## config.mk

```make
export PLATFORM = sky130hd
export DESIGN_NAME = hsyncgen_flat
export DESIGN_NICKNAME = d
export VERILOG_FILES = /design/src/rtl/vid_pkg.sv /design/src/rtl/hsyncgen_if.sv /design/src/rtl/hsyncgen_htim_decode.sv /design/src/rtl/hsyncgen.sv /design/src/flat_wrapper.sv
export SDC_FILE = /design/constraint.sdc
export NUM_CORES = 1
export LEC_CHECK = 0
export CAP_MARGIN = 20
export CORE_MARGIN = 2
export CORE_UTILIZATION = 50
export CTS_CLUSTER_SIZE = 28
export DETAILED_ROUTE_END_ITERATION = 10
export PLACE_DENSITY = 0.72
export REMOVE_ABC_BUFFERS = 1
export SLEW_MARGIN = 25
export SYNTH_ARGS = -nofsm -noshare
export SYNTH_HDL_FRONTEND = slang
export SYNTH_SLANG_ARGS = --single-unit
```

## constraint.sdc

```tcl
create_clock -name clk -period 4 [get_ports clk]
set_input_delay 0.4 -clock clk [delete_from_list [all_inputs] [get_ports clk]]
set_output_delay 0.4 -clock clk [all_outputs]
set_load 0.005 [all_outputs]
```

## src/rtl/vid_pkg.sv

```systemverilog
// Shared video timing package: mode enum, per-mode horizontal event
// positions and the mode-priority decode. Also used by the vertical generator.
package vid_pkg;

    typedef enum logic [1:0] {
        VM_PAL  = 2'd0,
        VM_NTSC = 2'd1,
        VM_MONO = 2'd2
    } vmode_t;

    // Horizontal event positions in 2 MHz slots (8 bits so LEN=128 fits).
    localparam logic [7:0] PAL_LEN      = 8'd128;
    localparam logic [7:0] PAL_HDE_ON   = 8'd14;
    localparam logic [7:0] PAL_HDE_OFF  = 8'd93;
    localparam logic [7:0] PAL_HBL_ON   = 8'd113;
    localparam logic [7:0] PAL_HBL_OFF  = 8'd23;
    localparam logic [7:0] PAL_HS_ON    = 8'd118;
    localparam logic [7:0] PAL_HS_OFF   = 8'd127;

    localparam logic [7:0] NTSC_LEN     = 8'd127;
    localparam logic [7:0] NTSC_HDE_ON  = 8'd13;
    localparam logic [7:0] NTSC_HDE_OFF = 8'd92;
    localparam logic [7:0] NTSC_HBL_ON  = 8'd112;
    localparam logic [7:0] NTSC_HBL_OFF = 8'd23;
    localparam logic [7:0] NTSC_HS_ON   = 8'd117;
    localparam logic [7:0] NTSC_HS_OFF  = 8'd126;

    localparam logic [7:0] MONO_LEN     = 8'd56;
    localparam logic [7:0] MONO_HDE_ON  = 8'd1;
    localparam logic [7:0] MONO_HDE_OFF = 8'd40;
    localparam logic [7:0] MONO_HBL_ON  = 8'd44;
    localparam logic [7:0] MONO_HBL_OFF = 8'd3;
    localparam logic [7:0] MONO_HS_ON   = 8'd50;
    localparam logic [7:0] MONO_HS_OFF  = 8'd55;

    // Mono wins over NTSC, NTSC over PAL; nothing selected falls back to PAL.
    function automatic vmode_t decode_mode(input logic mde1, input logic cntsc, input logic cpal);
        vmode_t m;
        if (mde1) begin
            m = VM_MONO;
        end else if (cntsc) begin
            m = VM_NTSC;
        end else if (cpal) begin
            m = VM_PAL;
        end else begin
            m = VM_PAL;
        end
        return m;
    endfunction

    // Line length in slots for a mode; unknown encodings behave as PAL.
    function automatic logic [7:0] line_len(input vmode_t m);
        logic [7:0] len;
        case (m)
            VM_NTSC: len = NTSC_LEN;
            VM_MONO: len = MONO_LEN;
            default: len = PAL_LEN;
        endcase
        return len;
    endfunction

endpackage

```

## src/rtl/hsyncgen_if.sv

```systemverilog
// Slot enable, mode selects and decoded horizontal timing outputs.
interface hsyncgen_if #(
    parameter int HCNT_W = 7
);
    logic              cen;
    logic              mde1;
    logic              cpal;
    logic              cntsc;
    logic [HCNT_W-1:0] hcnt;
    logic              hde;
    logic              hblank;
    logic              ihsync;
    logic              line_start;

    modport slave (
        input  cen, mde1, cpal, cntsc,
        output hcnt, hde, hblank, ihsync, line_start
    );

    modport master (
        output cen, mde1, cpal, cntsc,
        input  hcnt, hde, hblank, ihsync, line_start
    );
endinterface

```

## src/rtl/hsyncgen_htim_decode.sv

```systemverilog
// Pure combinational map from (slot count, mode) to horizontal events.
module htim_decode
    import vid_pkg::*;
#(
    parameter int HCNT_W = 7
) (
    input  logic [HCNT_W-1:0] i_hcnt,
    input  vmode_t            i_mode,
    output logic              o_hde,
    output logic              o_hblank,
    output logic              o_ihsync
);
    logic [7:0] w_h;
    logic [7:0] w_hde_on;
    logic [7:0] w_hde_off;
    logic [7:0] w_hbl_on;
    logic [7:0] w_hbl_off;
    logic [7:0] w_hs_on;
    logic [7:0] w_hs_off;

    assign w_h = 8'(i_hcnt);

    // Select the event table for the mode; hblank wraps around the line end.
    always_comb begin
        w_hde_on  = PAL_HDE_ON;
        w_hde_off = PAL_HDE_OFF;
        w_hbl_on  = PAL_HBL_ON;
        w_hbl_off = PAL_HBL_OFF;
        w_hs_on   = PAL_HS_ON;
        w_hs_off  = PAL_HS_OFF;
        case (i_mode)
            VM_NTSC: begin
                w_hde_on  = NTSC_HDE_ON;
                w_hde_off = NTSC_HDE_OFF;
                w_hbl_on  = NTSC_HBL_ON;
                w_hbl_off = NTSC_HBL_OFF;
                w_hs_on   = NTSC_HS_ON;
                w_hs_off  = NTSC_HS_OFF;
            end
            VM_MONO: begin
                w_hde_on  = MONO_HDE_ON;
                w_hde_off = MONO_HDE_OFF;
                w_hbl_on  = MONO_HBL_ON;
                w_hbl_off = MONO_HBL_OFF;
                w_hs_on   = MONO_HS_ON;
                w_hs_off  = MONO_HS_OFF;
            end
            default: begin
                w_hde_on  = PAL_HDE_ON;
                w_hde_off = PAL_HDE_OFF;
                w_hbl_on  = PAL_HBL_ON;
                w_hbl_off = PAL_HBL_OFF;
                w_hs_on   = PAL_HS_ON;
                w_hs_off  = PAL_HS_OFF;
            end
        endcase
        o_hde    = (w_h >= w_hde_on) && (w_h <= w_hde_off);
        o_hblank = (w_h >= w_hbl_on) || (w_h <= w_hbl_off);
        o_ihsync = (w_h >= w_hs_on)  && (w_h <= w_hs_off);
    end
endmodule

```

## src/rtl/hsyncgen.sv

```systemverilog
// Horizontal timing generator: slot counter, per-line mode latch and
// registered horizontal events that always match the visible count.
module hsyncgen
    import vid_pkg::*;
#(
    parameter int HCNT_W = 7
) (
    input  logic        clk,
    input  logic        porb,
    hsyncgen_if.slave   vif
);
    logic [HCNT_W-1:0] r_hcnt;
    vmode_t            r_mode;
    logic              r_hde;
    logic              r_hblank;
    logic              r_ihsync;
    logic              r_line_start;

    logic              w_last;
    logic [HCNT_W-1:0] w_hcnt_next;
    vmode_t            w_mode_next;
    logic              w_hde;
    logic              w_hblank;
    logic              w_ihsync;

    // Next count and next mode; the mode only changes when the count wraps,
    // so a shorter line length can never strand the counter past its end.
    always_comb begin
        w_last      = (r_hcnt == HCNT_W'(line_len(r_mode) - 8'd1));
        w_hcnt_next = r_hcnt + HCNT_W'(1);
        w_mode_next = r_mode;
        if (w_last) begin
            w_hcnt_next = '0;
            w_mode_next = decode_mode(vif.mde1, vif.cntsc, vif.cpal);
        end else begin
            w_hcnt_next = r_hcnt + HCNT_W'(1);
            w_mode_next = r_mode;
        end
    end

    // Decode the upcoming count so registered outputs line up with hcnt.
    htim_decode #(.HCNT_W(HCNT_W)) u_decode (
        .i_hcnt   (w_hcnt_next),
        .i_mode   (w_mode_next),
        .o_hde    (w_hde),
        .o_hblank (w_hblank),
        .o_ihsync (w_ihsync)
    );

    // Counter, mode latch and output registers, advancing on slot enables.
    always_ff @(posedge clk or negedge porb) begin
        if (!porb) begin
            r_hcnt       <= '0;
            r_mode       <= VM_PAL;
            r_hde        <= 1'b0;
            r_hblank     <= 1'b1;
            r_ihsync     <= 1'b0;
            r_line_start <= 1'b0;
        end else if (vif.cen) begin
            r_hcnt       <= w_hcnt_next;
            r_mode       <= w_mode_next;
            r_hde        <= w_hde;
            r_hblank     <= w_hblank;
            r_ihsync     <= w_ihsync;
            r_line_start <= w_last;
        end else begin
            r_line_start <= 1'b0;
        end
    end

    assign vif.hcnt       = r_hcnt;
    assign vif.hde        = r_hde;
    assign vif.hblank     = r_hblank;
    assign vif.ihsync     = r_ihsync;
    assign vif.line_start = r_line_start;
endmodule

```

## src/flat_wrapper.sv

```systemverilog
// flat-port wrapper written by rule: the top's interface ports become plain ports
module hsyncgen_flat import vid_pkg::*;
#(
    parameter int HCNT_W = 7
)
  (clk, porb, vif_cen, vif_mde1, vif_cpal, vif_cntsc, vif_hcnt, vif_hde, vif_hblank, vif_ihsync, vif_line_start);
  hsyncgen_if #(.HCNT_W(HCNT_W)) vif_i ();
  input  logic clk;
  input  logic porb;
  input wire logic [$bits(vif_i.cen)-1:0] vif_cen;
  input wire logic [$bits(vif_i.mde1)-1:0] vif_mde1;
  input wire logic [$bits(vif_i.cpal)-1:0] vif_cpal;
  input wire logic [$bits(vif_i.cntsc)-1:0] vif_cntsc;
  output wire logic [$bits(vif_i.hcnt)-1:0] vif_hcnt;
  output wire logic [$bits(vif_i.hde)-1:0] vif_hde;
  output wire logic [$bits(vif_i.hblank)-1:0] vif_hblank;
  output wire logic [$bits(vif_i.ihsync)-1:0] vif_ihsync;
  output wire logic [$bits(vif_i.line_start)-1:0] vif_line_start;
  assign vif_i.cen = vif_cen;
  assign vif_i.mde1 = vif_mde1;
  assign vif_i.cpal = vif_cpal;
  assign vif_i.cntsc = vif_cntsc;
  assign vif_hcnt = vif_i.hcnt;
  assign vif_hde = vif_i.hde;
  assign vif_hblank = vif_i.hblank;
  assign vif_ihsync = vif_i.ihsync;
  assign vif_line_start = vif_i.line_start;
  hsyncgen #(.HCNT_W(HCNT_W)) u_core (.clk(clk), .porb(porb), .vif(vif_i));
endmodule
```

==> impl_metrics.json <==
{
  "drt-initial-drc-count": 5,
  "cts_made_buffers": 3,
  "crit_path_end_kind": "register",
  "synth.distinct_cells": 40,
  "mean_number_of_vias_per_cell": 5.69,
  "clock_pin_slew_on_the_worst_setup_and_hold_paths_ps": 80,
  "final.setup.tns_ps": 0,
  "ctsResizeCount": 0,
  "max_slew_margin_pct": 60.5,
  "worst_hold_path_type": "in -> async",
  "drc_errors": 0,
  "cts_buffer_depth": 2,
  "critPathMostFrequentCell": "ha_1",
  "floorplan.die_area_sq_um": 2790,
  "synthMostInstantiatedCell": "ha_1",
  "placementRows": 17,
  "grt_max_degree": 15,
  "placedInstanceArea_sq_um": 1360,
  "post_synth_inst_count": 130,
  "drt_pre_antenna_iters": 4,
  "netSwitchingPower_w": 0.000309,
  "reg2reg_to": "u_core.vif.hblank$_DFFE_PN1P_",
  "num_io_pins": 17,
  "leading_post_synthesis_cells_by_instance_count": "18 x ha_1, 15 x nor2_1, 12 x dfrtp_1",
  "synth_enable_flop_cells": 0,
  "synth_area_leader_cell": "dfrtp_1",
  "multi_input_comb_area_sq_um": 813,
  "setup_viol": 0,
  "post_synth_main_area_contributors": "dfrtp_1 25%, ha_1 19%, mux2_2 6.6%, nor2_1 4.7%, nand2_1 3.2%",
  "clock_tree.htree_level_count": 1,
  "post-route-cell-area_sq_um": 1390,
  "ir_drop_mv": 0.365,
  "cts.repair_timing.setup_buffer_count": 0,
  "netlist_area_sq_um": 1190,
  "final.hold.worst_slack_ps": 494,
  "worst-path-max-fanout": 14,
  "groute.layer.met3.usage_pct": 5.14,
  "overflow": 0,
  "drive_gt1_share_pct": 14.3,
  "antenna_cells_inserted": 0,
  "max_slew.worst_pin.slew_ps": 591,
  "crit_path_start_kind": "register",
  "cts_sinks": 13,
  "final_slew_violations": 0,
  "fmaxAchievable_ghz": 0.292,
  "cp_slowest_cell": "or4b_1",
  "synthDominantCellAreaShare_pct": 25.2,
  "floorplan.core_area_sq_um": 2230,
  "leakage_power_nw": 0.634,
  "ant_nets": 0,
  "area.sequential_sq_um": 327,
  "criticalPathCategory": "reg -> reg",
  "yosys_register_bits": 13,
  "critical-path-max-stage-delay_ps": 540,
  "grt_pass1_vias": 1017,
  "ys_dominant_reg_cell": "dfrtp_1",
  "fillerInstances": 209,
  "synthArstFlopShare_pct": 100,
  "globalplace.congestion": 0.839,
  "avgSynthCellArea_sq_um": 9.15,
  "outcome": "finished clean",
  "wirelength_mm": 2.52,
  "timing.final.crit_share_pct": 85.5,
  "wire_length_of_the_first_global_routing_pass_mm": 4.46,
  "placement.io_buffers": 15,
  "cts_tree": "yes",
  "number_of_antenna_violations_at_the_first_check_in_global_routing": 0,
  "grt.total_usage_pct": 22.1,
  "power_frac_comb_pct": 59.2,
  "worst_endpoint_data_arrival_time_ps": 3620,
  "final-hold-violation-count": 0,
  "worst-r2r-setup-slack_ps": 580,
  "wire_per_inst_um": 14.4,
  "yosysSeqAreaShare_pct": 27.4,
  "grt_setup_unrepaired": "false",
  "cell_internal_pwr_w": 0.000422,
  "final.min_clock_period_ps": 3420,
  "dp_hpwl_mm": 1.99,
  "required_ps": 4200,
  "seq_power_share_pct": 29.8,
  "critical_path.reg2reg.startpoint": "u_core.vif.hcnt[3]$_DFFE_PN0P_",
  "clk_latency_worst_skew_pair_ps": 270,
  "syn_to_final_growth_pct": 16.4,
  "grt_busiest_layer": "met2",
  "crit_path_cell_trace": "or4b_1 -> o21ai_2 -> and3_4 -> mux2_2 -> ha_1 -> inv_1 -> ha_1 -> nand2_1 -> o21a_1 -> o21ai_0 -> a21oi_1 -> a311oi_1 -> o2bb2ai_1",
  "yosys_warnings": 0,
  "floorplan.die.width_um": 52.8,
  "power.density_cell_area_nw_per_um2": 528,
  "power.share.clock_pct": 11.0,
  "clk_root_buf": "clkbuf_4",
  "cap_viol_max_count": 0,
  "die_extent_in_y_um": 52.8,
  "clock-skew-final_ps": 4.05,
  "via_count": 996,
  "floorplan.initialDensity_pct": 53.3,
  "sw_share_pct": 42.3,
  "ff_to_ff_path_depth": 13,
  "finalNetCount": 172,
  "use_met2_pct": 37.7,
  "cts_hold_buffers": 0,
  "use_met1_pct": 26.9
}
==> layout make-up <==
class | instances | area share, %
tap | 28 | 2.53
sequential | 13 | 23.6
inverter | 9 | 2.44
timing repair buffer | 15 | 10.8
clock buffer | 4 | 1.90
multi-input combinational | 106 | 58.7
==> layout by cell type, fill, tap and decap left out, types with 2 or more instances in the layout <==
cell             netlist  final
a21o_1                 3      3
a21oi_1                6      6
clkbuf_4               0      3
clkdlybuf4s50_1        0     15
dfrtp_1               12     12
ha_1                  18     18
inv_1                  8      8
mux2_2                 7      7
mux2_4                 2      2
nand2_1               10     10
nand2b_1               2      2
nand3_1                4      4
nor2_1                15     15
nor2b_1                3      3
nor4_1                 2      2
o21a_1                 2      2
o21ai_0                7      7
xnor2_1                4      4
xor2_1                 2      2
==> flip-flops by register name (all words and copies together), names as in the netlist <==
signal	cells
u_core.vif.line_start	1
u_core.r_mode	2
u_core.vif.hde	1
u_core.vif.ihsync	1
u_core.vif.hcnt	7
u_core.vif.hblank	1
==> routing by layer <==
| layer | vias up | share of wire [%] |
|---|---|---|
| met3 | 6 | 5.1 |
| met2 | 32 | 47 |
| met5 | - | 0 |
| met1 | 458 | 46 |
| li1 | 500 | - |
| met4 | 0 | 1.7 |
==> per-stage QoR <==
stage          utilization, %  instances  setup WS (ps)  total power [W]
6_report                 62.0        175            581         0.000731
5_1_grt                  62.0        175            296         0.000811
4_1_cts                  62.0        175            554         0.000732
3_5_place_dp             60.8        171            576         0.000645
3_3_place_gp             60.8        171            616         0.000632
2_1_floorplan               -        128            860         0.000490
==> critical path, delay by kind of cell, from the launching register on <==
kind	cells	cell delay, ps
buffers and inverters	1	60
AND/OR/NAND/NOR	3	920
flip-flops	1	450
AO/OA/AOI/OAI	6	890
adder cells (fa/ha/maj)	2	630
multiplexers	1	400
==> how the worst max path moves through the flow <==
| stage | to | cells after the start | slack (ps) | startpoint |
|---|---|---|---|---|
| floorplan | u_core.vif.hblank$_DFFE_PN1P_ | 13 | 860 | u_core.vif.hcnt[3]$_DFFE_PN0P_ |
| global placement | u_core.vif.hblank$_DFFE_PN1P_ | 13 | 620 | u_core.vif.hcnt[3]$_DFFE_PN0P_ |
| detailed placement | u_core.vif.hblank$_DFFE_PN1P_ | 13 | 580 | u_core.vif.hcnt[3]$_DFFE_PN0P_ |
| CTS | u_core.vif.hblank$_DFFE_PN1P_ | 13 | 550 | u_core.vif.hcnt[3]$_DFFE_PN0P_ |
| global route | u_core.vif.hblank$_DFFE_PN1P_ | 13 | 300 | u_core.vif.hcnt[3]$_DFFE_PN0P_ |
| finish | u_core.vif.hblank$_DFFE_PN1P_ | 13 | 580 | u_core.vif.hcnt[3]$_DFFE_PN0P_ |
==> cell families (layout without fill, tap and decap cells) <==
| logic type | after synthesis | after routing | share of synthesized area, % |
|---|---|---|---|
| compound gates | 27 | 27 | 16.2 |
| xor+xnor | 6 | 6 | 4.42 |
| fa+ha+maj | 18 | 18 | 18.9 |
| buf+inv | 11 | 28 | 4.21 |
| flops | 13 | 13 | 27.4 |
| mux | 10 | 10 | 9.99 |
| simple gates | 45 | 45 | 18.8 |
==> power groups by stage <==
stage / registers (W) / logic [W] / clock network (W)
after global placement: 0.000216 / 0.000416 / 0
after CTS: 0.000218 / 0.000430 / 0.0000839
final: 0.000218 / 0.000433 / 0.0000801
after detailed placement: 0.000220 / 0.000425 / 0
after global routing: 0.000226 / 0.000497 / 0.0000882
after floorplan: 0.000213 / 0.000277 / 0
(Power assumes the default switching activity.)
